$ cat src/rtl/uart_pkg.sv
// Shared UART definitions: receiver FSM states, frame constants and baud helper.
package uart_pkg;

  typedef enum logic [1:0] {IDLE, START, DATA, STOP} uart_rx_state_t;

  localparam int unsigned UART_DATA_BITS = 8;
  localparam int unsigned UART_STOP_BITS = 1;
  localparam int unsigned UART_BIT_CNT_W = 3;
  localparam logic        UART_LINE_IDLE = 1'b1;

  function automatic int unsigned baud_period(input int unsigned clk_freq,
                                              input int unsigned baud);
    return clk_freq / baud;
  endfunction

endpackage

$ cat src/rtl/sync_2ff.sv
// Two-flop synchronizer for a single asynchronous level signal.
module sync_2ff #(
  parameter logic RESET_VAL = 1'b0
) (
  input  logic clk,
  input  logic rst_n,
  input  logic d_i,
  output logic q_o
);

  logic meta_q;
  logic sync_q;

  always_ff @(posedge clk or negedge rst_n) begin
    if (!rst_n) begin
      meta_q <= RESET_VAL;
      sync_q <= RESET_VAL;
    end else begin
      meta_q <= d_i;
      sync_q <= meta_q;
    end
  end

  assign q_o = sync_q;

endmodule

$ cat src/rtl/uart_receiver.sv
// 8N1 UART receiver: mid-bit sampling FSM with a valid/ready byte output,
// frame-error pulse, sticky overrun flag and an LED mirror of the last byte.
module uart_receiver
  import uart_pkg::*;
#(
  parameter int unsigned CLK_FREQ   = 100_000_000,
  parameter int unsigned BAUD_RATE  = 9600,
  parameter int unsigned DATA_WIDTH = 4
) (
  input  logic                  clk,
  input  logic                  reset,
  input  logic                  rx_in,
  output logic [7:0]            rx_data,
  output logic                  rx_valid,
  input  logic                  rx_ready,
  output logic                  frame_err,
  output logic                  overrun,
  input  logic                  err_clear,
  output logic [DATA_WIDTH-1:0] status_leds
);

  localparam int unsigned BAUD_PERIOD = baud_period(CLK_FREQ, BAUD_RATE);
  localparam int unsigned CNT_W       = $clog2(BAUD_PERIOD);
  localparam int unsigned HALF        = BAUD_PERIOD / 2;

  localparam logic [CNT_W-1:0]          HALF_TC = CNT_W'(HALF - 1);
  localparam logic [CNT_W-1:0]          BIT_TC  = CNT_W'(BAUD_PERIOD - 1);
  localparam logic [UART_BIT_CNT_W-1:0] LAST_BIT = UART_BIT_CNT_W'(UART_DATA_BITS - 1);

  logic rx_s;
  logic rx_prev_q;

  uart_rx_state_t              state_q,   state_d;
  logic [CNT_W-1:0]            cnt_q,     cnt_d;
  logic [UART_BIT_CNT_W-1:0]   bit_cnt_q, bit_cnt_d;
  logic [UART_DATA_BITS-1:0]   shift_q,   shift_d;
  logic                        deliver_c;
  logic                        stop_err_c;

  logic [7:0]            rx_data_q;
  logic                  rx_valid_q;
  logic                  frame_err_q;
  logic                  overrun_q;
  logic [DATA_WIDTH-1:0] leds_q;

  sync_2ff #(
    .RESET_VAL (UART_LINE_IDLE)
  ) u_rx_sync (
    .clk   (clk),
    .rst_n (reset),
    .d_i   (rx_in),
    .q_o   (rx_s)
  );

  // FSM and receive datapath registers
  always_ff @(posedge clk or negedge reset) begin
    if (!reset) begin
      rx_prev_q <= UART_LINE_IDLE;
      state_q   <= IDLE;
      cnt_q     <= '0;
      bit_cnt_q <= '0;
      shift_q   <= '0;
    end else begin
      rx_prev_q <= rx_s;
      state_q   <= state_d;
      cnt_q     <= cnt_d;
      bit_cnt_q <= bit_cnt_d;
      shift_q   <= shift_d;
    end
  end

  always_comb begin
    state_d    = state_q;
    cnt_d      = cnt_q;
    bit_cnt_d  = bit_cnt_q;
    shift_d    = shift_q;
    deliver_c  = 1'b0;
    stop_err_c = 1'b0;
    case (state_q)
      // Only a true 1->0 edge starts a frame, so a held-low line cannot retrigger.
      IDLE: begin
        if (rx_prev_q && !rx_s) begin
          state_d = START;
          cnt_d   = '0;
        end
      end
      START: begin
        if (cnt_q == HALF_TC) begin
          cnt_d     = '0;
          bit_cnt_d = '0;
          state_d   = rx_s ? IDLE : DATA;
        end else begin
          cnt_d = cnt_q + CNT_W'(1);
        end
      end
      DATA: begin
        if (cnt_q == BIT_TC) begin
          cnt_d            = '0;
          shift_d[bit_cnt_q] = rx_s;
          if (bit_cnt_q == LAST_BIT) begin
            state_d = STOP;
          end else begin
            bit_cnt_d = bit_cnt_q + UART_BIT_CNT_W'(1);
          end
        end else begin
          cnt_d = cnt_q + CNT_W'(1);
        end
      end
      STOP: begin
        if (cnt_q == BIT_TC) begin
          cnt_d      = '0;
          state_d    = IDLE;
          deliver_c  = rx_s;
          stop_err_c = !rx_s;
        end else begin
          cnt_d = cnt_q + CNT_W'(1);
        end
      end
      default: state_d = IDLE;
    endcase
  end

  // Output byte, handshake and error flags; a pending unaccepted byte is never overwritten
  always_ff @(posedge clk or negedge reset) begin
    if (!reset) begin
      rx_data_q   <= '0;
      rx_valid_q  <= 1'b0;
      frame_err_q <= 1'b0;
      overrun_q   <= 1'b0;
      leds_q      <= '0;
    end else begin
      frame_err_q <= stop_err_c;
      if (deliver_c && (!rx_valid_q || rx_ready)) begin
        rx_data_q  <= shift_q;
        rx_valid_q <= 1'b1;
        leds_q     <= shift_q[DATA_WIDTH-1:0];
      end else if (rx_ready) begin
        rx_valid_q <= 1'b0;
      end
      if (deliver_c && rx_valid_q && !rx_ready) begin
        overrun_q <= 1'b1;
      end else if (err_clear) begin
        overrun_q <= 1'b0;
      end
    end
  end

  assign rx_data     = rx_data_q;
  assign rx_valid    = rx_valid_q;
  assign frame_err   = frame_err_q;
  assign overrun     = overrun_q;
  assign status_leds = leds_q;

endmodule

$ cat config.mk
export PLATFORM = sky130hd
export DESIGN_NAME = uart_receiver
export DESIGN_NICKNAME = d
export VERILOG_FILES = /design/src/rtl/uart_pkg.sv /design/src/rtl/sync_2ff.sv /design/src/rtl/uart_receiver.sv
export SDC_FILE = /design/constraint.sdc
export NUM_CORES = 1
export LEC_CHECK = 0
export CAP_MARGIN = 30
export CORE_ASPECT_RATIO = 0.9
export CORE_MARGIN = 5
export CORE_UTILIZATION = 34
export CTS_BUF_LIST = sky130_fd_sc_hd__clkbuf_4
export CTS_CLUSTER_DIAMETER = 200
export DETAILED_ROUTE_END_ITERATION = 7
export GPL_TIMING_DRIVEN = 0
export SETUP_SLACK_MARGIN = 0.3
export SKIP_LAST_GASP = 1
export SLEW_MARGIN = 25
export SYNTH_ARGS = -nofsm -noshare
export SYNTH_HDL_FRONTEND = slang
export SYNTH_SLANG_ARGS = --single-unit
$ cat constraint.sdc
create_clock -name clk -period 2.8 [get_ports clk]
set_input_delay 0.28 -clock clk [delete_from_list [all_inputs] [get_ports clk]]
set_output_delay 0.28 -clock clk [all_outputs]
set_load 0.1 [all_outputs]
Yosys cells after proc, flatten, opt, wreduce, memory -nomap -nowiden
Cells that the tools add are included.
{ "totals": {"ramBits": 0, "output_inout_bits": 15, "latchBits": 0, "mem_bits_ro": 0, "reg_bits": 45, "n_memories": 0, "in_bits": 5} }
{ "op_classes": {"eq_ne": 12, "add_sub_neg": 2, "bitwise": 0, "shift": 0, "n_reduce_logical": 17, "mux": 26, "magnitude_cmp": 2, "n_div": 0, "multipliers": 0} }
{ "op_table": {"columns": ["op", "count"], "rows": [
  ["$mux 14", 3],
  ["$pmux 14 s3", 1],
  ["$add 14x1->14 const B", 1],
  ["$eq 14x13->1 const B", 1],
  ["$eq 14x14->1 const B", 1],
  ["$mux 2", 6],
  ["$ne 2x2->1 const B", 6],
  ["$mux 1", 9],
  ["$mux 3", 3],
  ["$bwmux 8", 1],
  ["$pmux 2 s4", 1],
  ["$pmux 3 s2", 1],
  ["$reduce_bool 2->1", 3],
  ["$logic_and 1x1->1", 5],
  ["$reduce_and 5->1", 1],
  ["$eq 2x2->1 const B", 2],
  ["$lt 3x4->1 const B", 1],
  ["$reduce_and 4->1", 1],
  ["$add 3x1->3 const B", 1],
  ["$demux 1 s3", 1],
  ["$eq 3x3->1 const B", 1],
  ["$ge 3x1->1 const B", 1],
  ["$logic_not 1->1", 3],
  ["$eq 2x1->1 const B", 1],
  ["other kinds (4)", 4]
]} }

Depth between registers and ports, before layout
{ "depth": {"word_depth": 6, "ltp_mapped": 8} }

Cells and area by module
A second synthesis with hierarchy kept.
{ "hier_totals": {"hier_cells": 186, "area_unflattened_um2": 1986.9} }
{ "modules_own_cells": {"columns": ["mod", "cells_per_inst", "area_per_inst_um2", "instances"], "rows": [
  ["uart_receiver", 184, 1934.4, 1],
  ["sync_2ff", 2, 52.6, 1]
]} }

Worst setup path after synthesis
Ideal clock, no wire load.
{ "synth_timing": {"path_kind": "register to register", "startpoint": "reg cnt_q[0]", "endpoint": "reg rx_data_q[0] (netlist: rx_data[0])", "synth_period_minus_slack_ns": 1.934, "setup_slack_ns": 0.866, "setup_time_ns": 0.126, "arrival_time_ns": 1.808, "stages_incl_launch_ff": 9, "path_cell_list": "dfrtp_1 > ha_1 > and3_1 > and4_1 > buf_4 > and2_1 > buf_6 > nand4_4 > mux2_2"} }
{ "synth_between": {"elab_chain_cells": 4} }
{ "synth_lines": {"columns": ["item", "line", "source"], "rows": [
  ["from (decl)", "uart_receiver.sv:34", "logic [CNT_W-1:0] cnt_q, cnt_d;"],
  ["from (signal assigned)", "uart_receiver.sv:66", "cnt_q <= cnt_d;"],
  ["$eq 14x14->1", "uart_receiver.sv:110", "if (cnt_q == BIT_TC) begin"],
  ["$mux 1", "uart_receiver.sv:110", null],
  ["$mux 1", "uart_receiver.sv:79", "case (state_q)"],
  ["$logic_and 1x1->1", "uart_receiver.sv:133", "if (deliver_c && (!rx_valid_q || rx_ready)) begin"],
  ["to (signal assigned)", "uart_receiver.sv:134", "rx_data_q <= shift_q;"],
  ["to (decl)", "uart_receiver.sv:40", "logic [7:0] rx_data_q;"]
]} }
Every way passes these cells.
A chain may end at the register's enable or synchronous reset.

==> results.json <==
{
  "ant_nets": 0,
  "drive_gt1_share_pct": 20.6,
  "drtPass1Iterations": 4,
  "num_antenna_cells": 0,
  "finalCritPeriodShare_pct": 80.7,
  "fin_setup_tns_ps": 0,
  "period_needed_ps": 2260,
  "synth_enable_flop_cells": 0,
  "finalHoldViolCount": 0,
  "first_iter_violations": 101,
  "synth_area_per_cell_um2": 11.0,
  "crit_slowest_cell": "clkdlybuf4s50_1",
  "pin_count": 20,
  "internal_power_mw": 0.934,
  "ys_seq_area_share_pct": 50.8,
  "p_total_mw": 1.28,
  "maxSlewHeadroom_pct": 35.0,
  "async_reset_ff_share_pct": 100,
  "power_density_nw_per_um2": 531,
  "cp-start-kind": "flip-flop",
  "gr-total-overflow": 0,
  "vdd_drop_max_mv": 0.221,
  "clock_latency_ps": 360,
  "grt_use_total_pct": 10.6,
  "cts_tree": "done",
  "antenna_found_initial": 0,
  "grt_pass1_vias": 1406,
  "vias_per_cell": 5.12,
  "portBuffers": 19,
  "n_fill_cell": 552,
  "via_count": 1455,
  "die_height_um": 83.3,
  "clock_sinks": 41,
  "worstPathCellList": "buf_4 > clkdlybuf4s50_1",
  "synth-seq-cells": 41,
  "drcViolationCount": 0,
  "fin_util_pct": 42.2,
  "synth_area_um2": 2030,
  "setup_violations": 0,
  "maxCapViolCount": 0,
  "worstPathRequired_ps": 2520,
  "post_drt_wl_per_cell_um": 13.5,
  "cpPeakStageDelay_ps": 1120,
  "hold_ws_ps": 328,
  "final-max-slew-violation-count": 0,
  "power_frac_seq_pct": 55.2,
  "criticalPathCategory": "reg2out",
  "core_area_um2": 5730,
  "clk_pin_slew_ps": 140,
  "synth_cell_types": 45,
  "mostFrequentLayoutCells": "dfrtp_1, clkdlybuf4s50_1, mux2_2, nand2_1, nor2_1",
  "syn_nets": 192,
  "post_cts_buffers": 0,
  "power_frac_clock_pct": 30.5,
  "power_switching_mw": 0.350,
  "h-tree-depth": 2,
  "p_leak_nw": 1.05,
  "cts_buffers": 5,
  "tightest_slew_ps": 972,
  "gp_congestion": 0.795,
  "grt_pass1_wl_um": 6730,
  "areaGrowthSynthToFinish_pct": 19.1,
  "hold_class": "in2reg",
  "fp.dieW_um": 91.4,
  "start_util_pct": 35.4,
  "cp.arrival_ps": 1980,
  "hpwl_um": 2760,
  "clk_path_buf_depth": 2,
  "ys_warn_count": 0,
  "swShare_pct": 27.2,
  "wl_um": 3840,
  "rsz0062_at_grt": "no",
  "layout_commonest_cell": "dfrtp_1",
  "p_comb_share_pct": 14.3,
  "end_kind": "primary output",
  "clock_skew_ps": 22.1,
  "fin_nets": 221,
  "ctsRootBufferMaster": "clkbuf_4",
  "clock.fmax_mhz": 443,
  "status": "complete, no violations",
  "worstPathMaxFanout": 3,
  "synth_ff_type": "dfrtp_1",
  "dieArea_um2": 7610,
  "row_count": 26,
  "grt_max_degree": 30,
  "synthCells": 184
}
[state kept, by name, summed over array words and instances, names as in the netlist, named ones only]
signal / cells
shift_q: 8
u_rx_sync.q_o: 1
rx_prev_q: 1
overrun: 1
bit_cnt_q: 3
state_q: 1
frame_err: 1
u_rx_sync.meta_q: 1
rx_valid: 1
rx_data: 8
cnt_q: 14
[worst paths after layout]
check | from | depth (start not counted) | slack [ps] | end
worst max-delay path | rx_data[3] | 2 | 540 | status_leds[3]
worst min-delay path | rx_in | 1 | 330 | u_rx_sync.meta_q
worst max register to register | cnt_q[0] | 7 | 660 | shift_q[6]
worst min register to register | u_rx_sync.meta_q | 0 | 360 | u_rx_sync.q_o
max in group asynchronous | reset | 3 | 1930 | u_rx_sync.meta_q
min in group asynchronous | reset | 2 | 350 | cnt_q[1]
[what timing repair did]
item / 4_1_cts / 5_1_grt
endpoints found under the hold margin: 12 / 0
hold buffers: 1 / 0
gates resized for setup: 0 / 0
[cell families after synthesis]
logic type,synth area share (%)
AOI/OAI and AO/OA,9.13
muxes,9.38
xor gates and xnor gates,2.16
and+or+nand+nor,20.7
adders and majority gates,1.85
buffers and inverters,5.98
DFF,50.8
[cells in the mapped netlist (all sizes together) (4+ instances only)]
cell | n | share of area (%)
xnor2 | 4 | 1.7
nand4 | 6 | 2.6
dfrtp | 38 | 47
a21oi | 8 | 2.0
inv | 8 | 1.5
mux2 | 16 | 8.9
buf | 10 | 3.8
nand2 | 15 | 2.8
nor2 | 11 | 2.0
a22o | 5 | 2.2
nand3 | 8 | 2.0
a31oi | 5 | 1.5
[area by class of cell]
| class | count | area (um2) | area share (%) |
|---|---|---|---|
| Sequential cell | 41 | 1030 | 42.6 |
| Multi-Input combinational cell | 122 | 877 | 36.3 |
| Timing Repair Buffer | 22 | 220 | 9.11 |
| Buffer | 13 | 91.3 | 3.78 |
| Tap cell | 70 | 87.6 | 3.63 |
| Clock buffer | 6 | 45.0 | 1.86 |
| Clock inverter | 2 | 35.0 | 1.45 |
| Inverter | 8 | 30.0 | 1.24 |
[per-layer routing]
layer  global-route usage (%)  vias to the layer above  share of wire, %
li1                         -                      713                 -
met1                     14.5                      708                51
met2                     16.1                       28                44
met3                     2.53                        6               3.4
met4                     4.13                        0               1.3
met5                        0                        -                 0
[power by group through the flow]
stage	Combinational (mW)	Sequential [mW]	Clock, mW
4_1_cts	0.185	0.706	0.404
2_1_floorplan	0.134	0.705	0
5_1_grt	0.209	0.717	0.432
3_5_place_dp	0.183	0.718	0
3_3_place_gp	0.175	0.717	0
6_report	0.183	0.708	0.392
[worst max-delay path: cells and delay by family, from the launching register on]
| family | cells | cell delay, ps |
|---|---|---|
| buffers and inverters | 2 | 1230 |
| flip-flops | 1 | 390 |
[through the flow]
stage               instances  setup slack [ps]  instance area, um2
global placement          273               367                2310
CTS                       283               520                2410
detailed placement        274               692                2320
finish                    284               541                2420
floorplan                 184               866                2030
global route              284               471                2420
(Power assumes the default switching activity.)
